===== src/rtl/nibble_serial_adder_pkg.sv =====
// rtl/nibble_serial_adder_pkg.sv - shared types and constants for the nibble-serial adder
package nibble_serial_adder_pkg;

    typedef enum logic [1:0] {
        ST_IDLE = 2'd0,
        ST_RUN  = 2'd1,
        ST_DONE = 2'd2
    } state_t;

    localparam int NIBBLE_WIDTH = 4;

    // Width needed to count 0..value-1; never narrower than one bit.
    function automatic int clog2(input int value);
        int w;
        w = 1;
        while ((1 << w) < value) begin
            w = w + 1;
        end
        return w;
    endfunction

endpackage


===== src/rtl/nibble_serial_adder_cla4.sv =====
// rtl/nibble_serial_adder_cla4.sv - CarryLookaheadAdder4 slice: 4-bit carry-lookahead adder
import nibble_serial_adder_pkg::*;

module nibble_serial_adder_cla4 (
    input  logic [NIBBLE_WIDTH-1:0] i_a,
    input  logic [NIBBLE_WIDTH-1:0] i_b,
    input  logic                    i_cin,
    output logic [NIBBLE_WIDTH-1:0] o_sum,
    output logic                    o_cout,
    output logic                    o_pg,
    output logic                    o_gg
);

    logic [3:0] w_p;
    logic [3:0] w_g;
    logic [3:0] w_c;

    assign w_p = i_a ^ i_b;
    assign w_g = i_a & i_b;

    // Every internal carry is a flat sum of products of p/g and cin.
    assign w_c[0] = i_cin;
    assign w_c[1] = w_g[0] | (w_p[0] & i_cin);
    assign w_c[2] = w_g[1] | (w_p[1] & w_g[0]) | (w_p[1] & w_p[0] & i_cin);
    assign w_c[3] = w_g[2] | (w_p[2] & w_g[1]) | (w_p[2] & w_p[1] & w_g[0])
                  | (w_p[2] & w_p[1] & w_p[0] & i_cin);

    assign o_pg = &w_p;
    assign o_gg = w_g[3] | (w_p[3] & w_g[2]) | (w_p[3] & w_p[2] & w_g[1])
                | (w_p[3] & w_p[2] & w_p[1] & w_g[0]);

    assign o_sum  = w_p ^ w_c;
    assign o_cout = o_gg | (o_pg & i_cin);

endmodule


===== src/rtl/nibble_serial_adder.sv =====
// rtl/nibble_serial_adder.sv - WIDTH-bit adder time-sharing one 4-bit CLA slice, LS nibble first
// Optional signed-overflow output enabled by NIBBLE_SERIAL_ADDER_OVERFLOW_EN.
import nibble_serial_adder_pkg::*;

module nibble_serial_adder #(
    parameter int WIDTH = 16
) (
    input  logic             Clock,
    input  logic             Reset,
    input  logic             InputValid,
    output logic             InputReady,
    input  logic [WIDTH-1:0] InputA,
    input  logic [WIDTH-1:0] InputB,
    input  logic             InputCarry,
    output logic             OutputValid,
    input  logic             OutputReady,
    output logic [WIDTH-1:0] Output,
    output logic             OutputCarry
`ifdef NIBBLE_SERIAL_ADDER_OVERFLOW_EN
    ,
    output logic             OutputOverflow
`endif
);

    localparam int NIBBLES = WIDTH / NIBBLE_WIDTH;
    localparam int CNT_W   = clog2(NIBBLES);

    state_t            r_state;
    logic [WIDTH-1:0]  r_op_a;
    logic [WIDTH-1:0]  r_op_b;
    logic [WIDTH-1:0]  r_result;
    logic              r_carry;
    logic [CNT_W-1:0]  r_count;

    logic [NIBBLE_WIDTH-1:0] w_slice_sum;
    logic                    w_slice_cout;
    logic                    w_last_nibble;

    nibble_serial_adder_cla4 u_slice (
        .i_a    (r_op_a[NIBBLE_WIDTH-1:0]),
        .i_b    (r_op_b[NIBBLE_WIDTH-1:0]),
        .i_cin  (r_carry),
        .o_sum  (w_slice_sum),
        .o_cout (w_slice_cout),
        .o_pg   (),
        .o_gg   ()
    );

    assign w_last_nibble = (r_count == CNT_W'(NIBBLES - 1));

    // Handshake flags come straight from the state register.
    assign InputReady  = (r_state == ST_IDLE);
    assign OutputValid = (r_state == ST_DONE);
    assign Output      = r_result;
    assign OutputCarry = r_carry;

`ifdef NIBBLE_SERIAL_ADDER_OVERFLOW_EN
    logic r_sign_a;
    logic r_sign_b;
    logic r_overflow;

    assign OutputOverflow = r_overflow;

    always_ff @(posedge Clock) begin
        if (Reset) begin
            r_sign_a   <= 1'b0;
            r_sign_b   <= 1'b0;
            r_overflow <= 1'b0;
        end else if (r_state == ST_IDLE && InputValid) begin
            r_sign_a <= InputA[WIDTH-1];
            r_sign_b <= InputB[WIDTH-1];
        end else if (r_state == ST_RUN && w_last_nibble) begin
            // The top nibble's MSB is the result sign bit.
            r_overflow <= (r_sign_a == r_sign_b) && (w_slice_sum[NIBBLE_WIDTH-1] != r_sign_a);
        end
    end
`endif

    always_ff @(posedge Clock) begin
        if (Reset) begin
            r_state  <= ST_IDLE;
            r_op_a   <= '0;
            r_op_b   <= '0;
            r_result <= '0;
            r_carry  <= 1'b0;
            r_count  <= '0;
        end else begin
            case (r_state)
                ST_IDLE: begin
                    if (InputValid) begin
                        r_op_a  <= InputA;
                        r_op_b  <= InputB;
                        r_carry <= InputCarry;
                        r_count <= '0;
                        r_state <= ST_RUN;
                    end
                end
                ST_RUN: begin
                    r_result <= {w_slice_sum, r_result[WIDTH-1:NIBBLE_WIDTH]};
                    r_carry  <= w_slice_cout;
                    r_op_a   <= r_op_a >> NIBBLE_WIDTH;
                    r_op_b   <= r_op_b >> NIBBLE_WIDTH;
                    r_count  <= r_count + CNT_W'(1);
                    if (w_last_nibble) begin
                        r_state <= ST_DONE;
                    end
                end
                ST_DONE: begin
                    if (OutputReady) begin
                        r_state <= ST_IDLE;
                    end
                end
                default: begin
                    r_state <= ST_IDLE;
                end
            endcase
        end
    end

endmodule


===== config.mk =====
export PLATFORM = sky130hd
export DESIGN_NAME = nibble_serial_adder
export DESIGN_NICKNAME = d
export VERILOG_FILES = /design/src/rtl/nibble_serial_adder_pkg.sv /design/src/rtl/nibble_serial_adder_cla4.sv /design/src/rtl/nibble_serial_adder.sv
export SDC_FILE = /design/constraint.sdc
export NUM_CORES = 1
export LEC_CHECK = 0
export CAP_MARGIN = 10
export CORE_UTILIZATION = 51
export CTS_BUF_LIST = sky130_fd_sc_hd__clkbuf_8
export DETAILED_ROUTE_END_ITERATION = 12
export GPL_TIMING_DRIVEN = 0
export HOLD_SLACK_MARGIN = 0.12
export PLACE_DENSITY = 0.82
export SKIP_CTS_REPAIR_TIMING = 1
export SYNTH_ARGS = -nofsm -noshare
export SYNTH_HDL_FRONTEND = slang
export SYNTH_HIERARCHICAL = 1
export SYNTH_SLANG_ARGS = --single-unit

===== constraint.sdc =====
create_clock -name Clock -period 1.56 [get_ports Clock]
set_input_delay 0.468 -clock Clock [delete_from_list [all_inputs] [get_ports Clock]]
set_output_delay 0.468 -clock Clock [all_outputs]
set_load 0.05 [all_outputs]

Word-level counts from Yosys, hierarchy flattened
Cells that the tools add are included.
{ "totals": {"n_memories": 0, "word_cells": 58, "latch_bits": 0, "register_bits": 53, "mem_bits_rw": 0, "input_bits": 37, "romBits": 0} }
{ "op_classes": {"n_eq_ne": 6, "mux": 12, "order_cmp": 0, "bitwise_logic": 28, "addsub": 1, "shifts": 0, "n_mul": 0, "n_div": 0, "n_reduce_logical": 5} }
{ "ops": {"columns": ["operator", "n"], "rows": [
  ["16-bit one-hot mux with 2 select lines", 2],
  ["16-bit two-way mux", 2],
  ["1-bit bitwise AND", 15],
  ["1-bit OR", 10],
  ["2-bit two-way mux", 4],
  ["4-bit XOR", 2],
  ["2-bit one-hot mux with 3 select lines", 1],
  ["4-bit bitwise AND", 1],
  ["2-bit == test, second input constant", 2],
  ["2-bit != test, second input constant", 2],
  ["2-bit one-hot mux with 2 select lines", 1],
  ["4-bit AND reduction", 1],
  ["3-bit AND reduction", 1],
  ["2-bit by 1-bit adder with 2-bit output, second input constant", 1],
  ["2-bit by 1-bit == test with 1-bit output, second input constant", 1],
  ["2-bit logical NOT", 1],
  ["2-bit by 1-bit != test with 1-bit output, second input constant", 1],
  ["1-bit one-hot mux with 2 select lines", 1],
  ["2-bit AND reduction", 1],
  ["2-bit nonzero test", 1],
  ["1-bit two-way mux", 1]
]} }

Logic depth before layout (Yosys ltp)
{ "logic_depth": {"depth_word": 7, "ltp_mapped": 7, "depth_no_buf": 7} }

Modules after synthesis
The synthesis kept the hierarchy.
{ "by_module_without_submodules": {"columns": ["mod", "cells_each", "seq_area_each_um2", "area_each_um2", "instances"], "rows": [
  ["nibble_serial_adder", 231, 1061.0, 2148.3, 1],
  ["nibble_serial_adder_cla4", 22, 0.0, 193.9, 1]
]} }

Worst setup path before layout
OpenSTA, ideal clock, no wires.
{ "synth_timing": {"kind": "register to output", "startpoint": "reg r_state[1]", "endpoint": "out OutputValid", "stages_incl_launch_ff": 3, "setup_slack_ns": -0.103, "t_arrival_ns": 1.195, "path_cell_list": "dfxtp_1 buf_6 nor2b_1"} }
{ "synth_between": {"elab_chain_cells": 1} }
{ "synth_lines": {"columns": ["element", "line", "source"], "rows": [
  ["start, declared", "nibble_serial_adder.sv:28", "state_t r_state;"],
  ["start signal, assigned", "nibble_serial_adder.sv:81", "r_state <= ST_IDLE;"],
  ["start signal, assigned", "nibble_serial_adder.sv:95", "r_state <= ST_RUN;"],
  ["start signal, assigned", "nibble_serial_adder.sv:105", "r_state <= ST_DONE;"],
  ["2-bit == test", "nibble_serial_adder.sv:53", "assign OutputValid = (r_state == ST_DONE);"],
  ["end, declared", "nibble_serial_adder.sv:15", "output logic OutputValid,"]
]} }
No other way between the ends.

Worst setup path in the final report
Ends and elaborated chain as after synthesis.

==> flow_summary.yaml <==
outcome:
  status: "complete, but fails checks"
  failed_checks: "setup timing"
yosys:
  avgSynthCellArea_um2: 9.269
  syn_nets: 293
  syn_inst: 250
  yosysWarnings: 6
  syn-cell-area_mm2: 0.002317
timing:
  clock_skew_ps: 5.273
  hold_viol_final: 0
  tightest_slew_ps: 508.1
  setup_viol: 1
  drv_slew: 0
  finalCritPeriodShare_pct: 100.2
  period_needed_ps: 1564
  rsz0062_at_grt: "true"
  slew_headroom_pct: 66.07
  setup_ws_ps: -3.700
  fmax_mhz: 639.5
clock_tree:
  cts.sinks: 53
  cts_tree: "built"
  cts-htree-levels: 2
  cts_buffer_depth: 2
  clk_pin_slew_ps: 90
  clk_latency_ps: 300
  cts_made_buffers: 5
  root_buffer: "clkbuf_8"
setup_path:
  cp.arrival_ps: 1100
  cp.buffers_inverters: 2
  r2r-start: "r_op_a[0]"
  cp_slowest_cell: "dfxtp_2"
  crit_required_ps: 1090
  reg2reg_slack_ps: 90
  timing.rr.end: "OutputCarry"
  worstPathCellList: "buf_6 -> nor2b_4 -> buf_8"
  reg2reg_depth: 7
  cp-end-kind: "output port"
  crit_type: "flip-flop to output port"
  critical_path.startpoint: "r_state[1]"
  path_delay_family: "flip-flops"
  cp-start-kind: "flip-flop"
  cp_max_fo: 8
  slowest_delay_ps: 330
global_routing:
  grt_use_met3_pct: 5.378
  met2_usage_pct: 35.06
  grt_pass1_vias: 1798
  grt_pass1_wl_mm: 8.148
  busiest_layer: "met2"
  use_met1_pct: 28.05
  grt_max_degree: 15
  grt_usage_pct: 21.44
  antenna_found_initial: 0
  globalRouteOverflowTotal: 0
die:
  die-area_mm2: 0.004817
  die_w_um: 69.41
  num_rows: 24
  core_area_mm2: 0.004354
  num_io_pins: 56
  initial_utilization_pct: 53.22
  fp.dieH_um: 69.41
drt:
  route.detailed.wl_per_inst_um: 13.66
  dr.pass1.iters: 5
  vias_per_cell: 5.352
  drtIter0Drc: 112
  drc: 0
  num_vias: 1948
  drt-total-wl_mm: 4.973
  ant_nets: 0
power:
  p_per_area_mw_per_mm2: 940.7
  p_leak_nw: 1.229
  ir_drop_mv: 0.4482
place:
  numPortBuffers: 54
  dpl.hpwl_mm: 3.612
  place_congestion: 0.7619
  dpl.cell_count: 356
  placed_cell_area_mm2: 0.002925
cells_and_area:
  nets: 354
  fillers: 361
  final-seq-area_mm2: 0.001064
  multiInputGateArea_mm2: 0.001005
  layout-area-overhead-vs-synth_pct: 27.43
  finish.instance_area_mm2: 0.002953
  antenna_cells: 0
  final-instance-count-excl-fill: 364
  drive_gt1_share_pct: 23.08
min_path:
  hold_depth: 2
  hp-start: "Output[2]"
  min_path_type: "flip-flop to flip-flop"
  hold_path_end: "Output[2]"
job:
  maxCapViolCount: 0
-- layout make-up --
type,instances,share of cell area (%)
Tap cell,52,2.203
Clock buffer,5,2.331
Clock inverter,3,0.3814
Buffer,19,5.000
Multi-Input combinational cell,146,34.03
Inverter,32,4.068
Timing Repair Buffer,54,15.97
Sequential cell,53,36.02
-- cell usage in the layout (no fill, tap or decap), drive strengths merged --
| cell | instances |
|---|---|
| xnor2 | 2 |
| a21oi | 43 |
| nor3b | 1 |
| fa | 1 |
| a22oi | 10 |
| dfxtp | 53 |
| clkbuf | 26 |
| nor3 | 1 |
| nor2 | 14 |
| ha | 5 |
| inv | 35 |
| mux2i | 2 |
| a21o | 2 |
| nand2b | 1 |
| o21bai | 1 |
| dlymetal6s2s | 2 |
| buf | 16 |
| a41oi | 1 |
| clkdlybuf4s50 | 34 |
| nand2 | 33 |
| xor2 | 1 |
| o21ai | 1 |
| o221a | 25 |
| nor2b | 2 |
-- per-layer routing --
layer	routed length (um)	share of wire, %
met1	2311	46
met2	2363	48
met3	249	5.0
met4	48	0.97
met5	0	0
-- flip-flops by register name (all words and copies together), names as in the netlist --
name	count
r_count	2
Output	16
OutputCarry	1
r_op_b	16
r_state	2
r_op_a	16
-- tightest hold or removal path, stage by stage (launching register included) --
cell	delay, ps
dfxtp_1	320
nand2_1	50
a21oi_1	50
-- power by group --
group	internal, mW	leakage [nW]	switching (mW)
clock	0.300	0.0519	0.410
combinational	0.272	0.741	0.298
sequential	1.44	0.436	0.0571
total	2.01	1.23	0.765
-- stage by stage --
stage               worst slack, ps  total power [mW]  hold slack [ps]  util [%]  TNS, ps
floorplan                     38.49             1.899            465.4         -        0
CTS                          -661.6             2.804            462.0     69.02    -7988
finish                       -3.700             2.778            459.3     67.82   -3.700
global route                 -55.81             2.916            489.8     67.82   -59.14
global placement             -319.1             2.091            445.1     67.18   -10010
detailed placement           -359.2             2.106            450.5     67.18   -10870
-- how the worst max path moves through the flow --
stage	slack, ps	endpoint	cells past startpoint
2_1_floorplan	40	Output[13]	5
3_3_place_gp	-320	OutputValid	3
3_5_place_dp	-360	r_op_b[12]	4
4_1_cts	-660	OutputValid	3
5_1_grt	-60	OutputValid	3
6_report	-4	OutputValid	3
No activity file was read; power rests on OpenSTA's default activity.
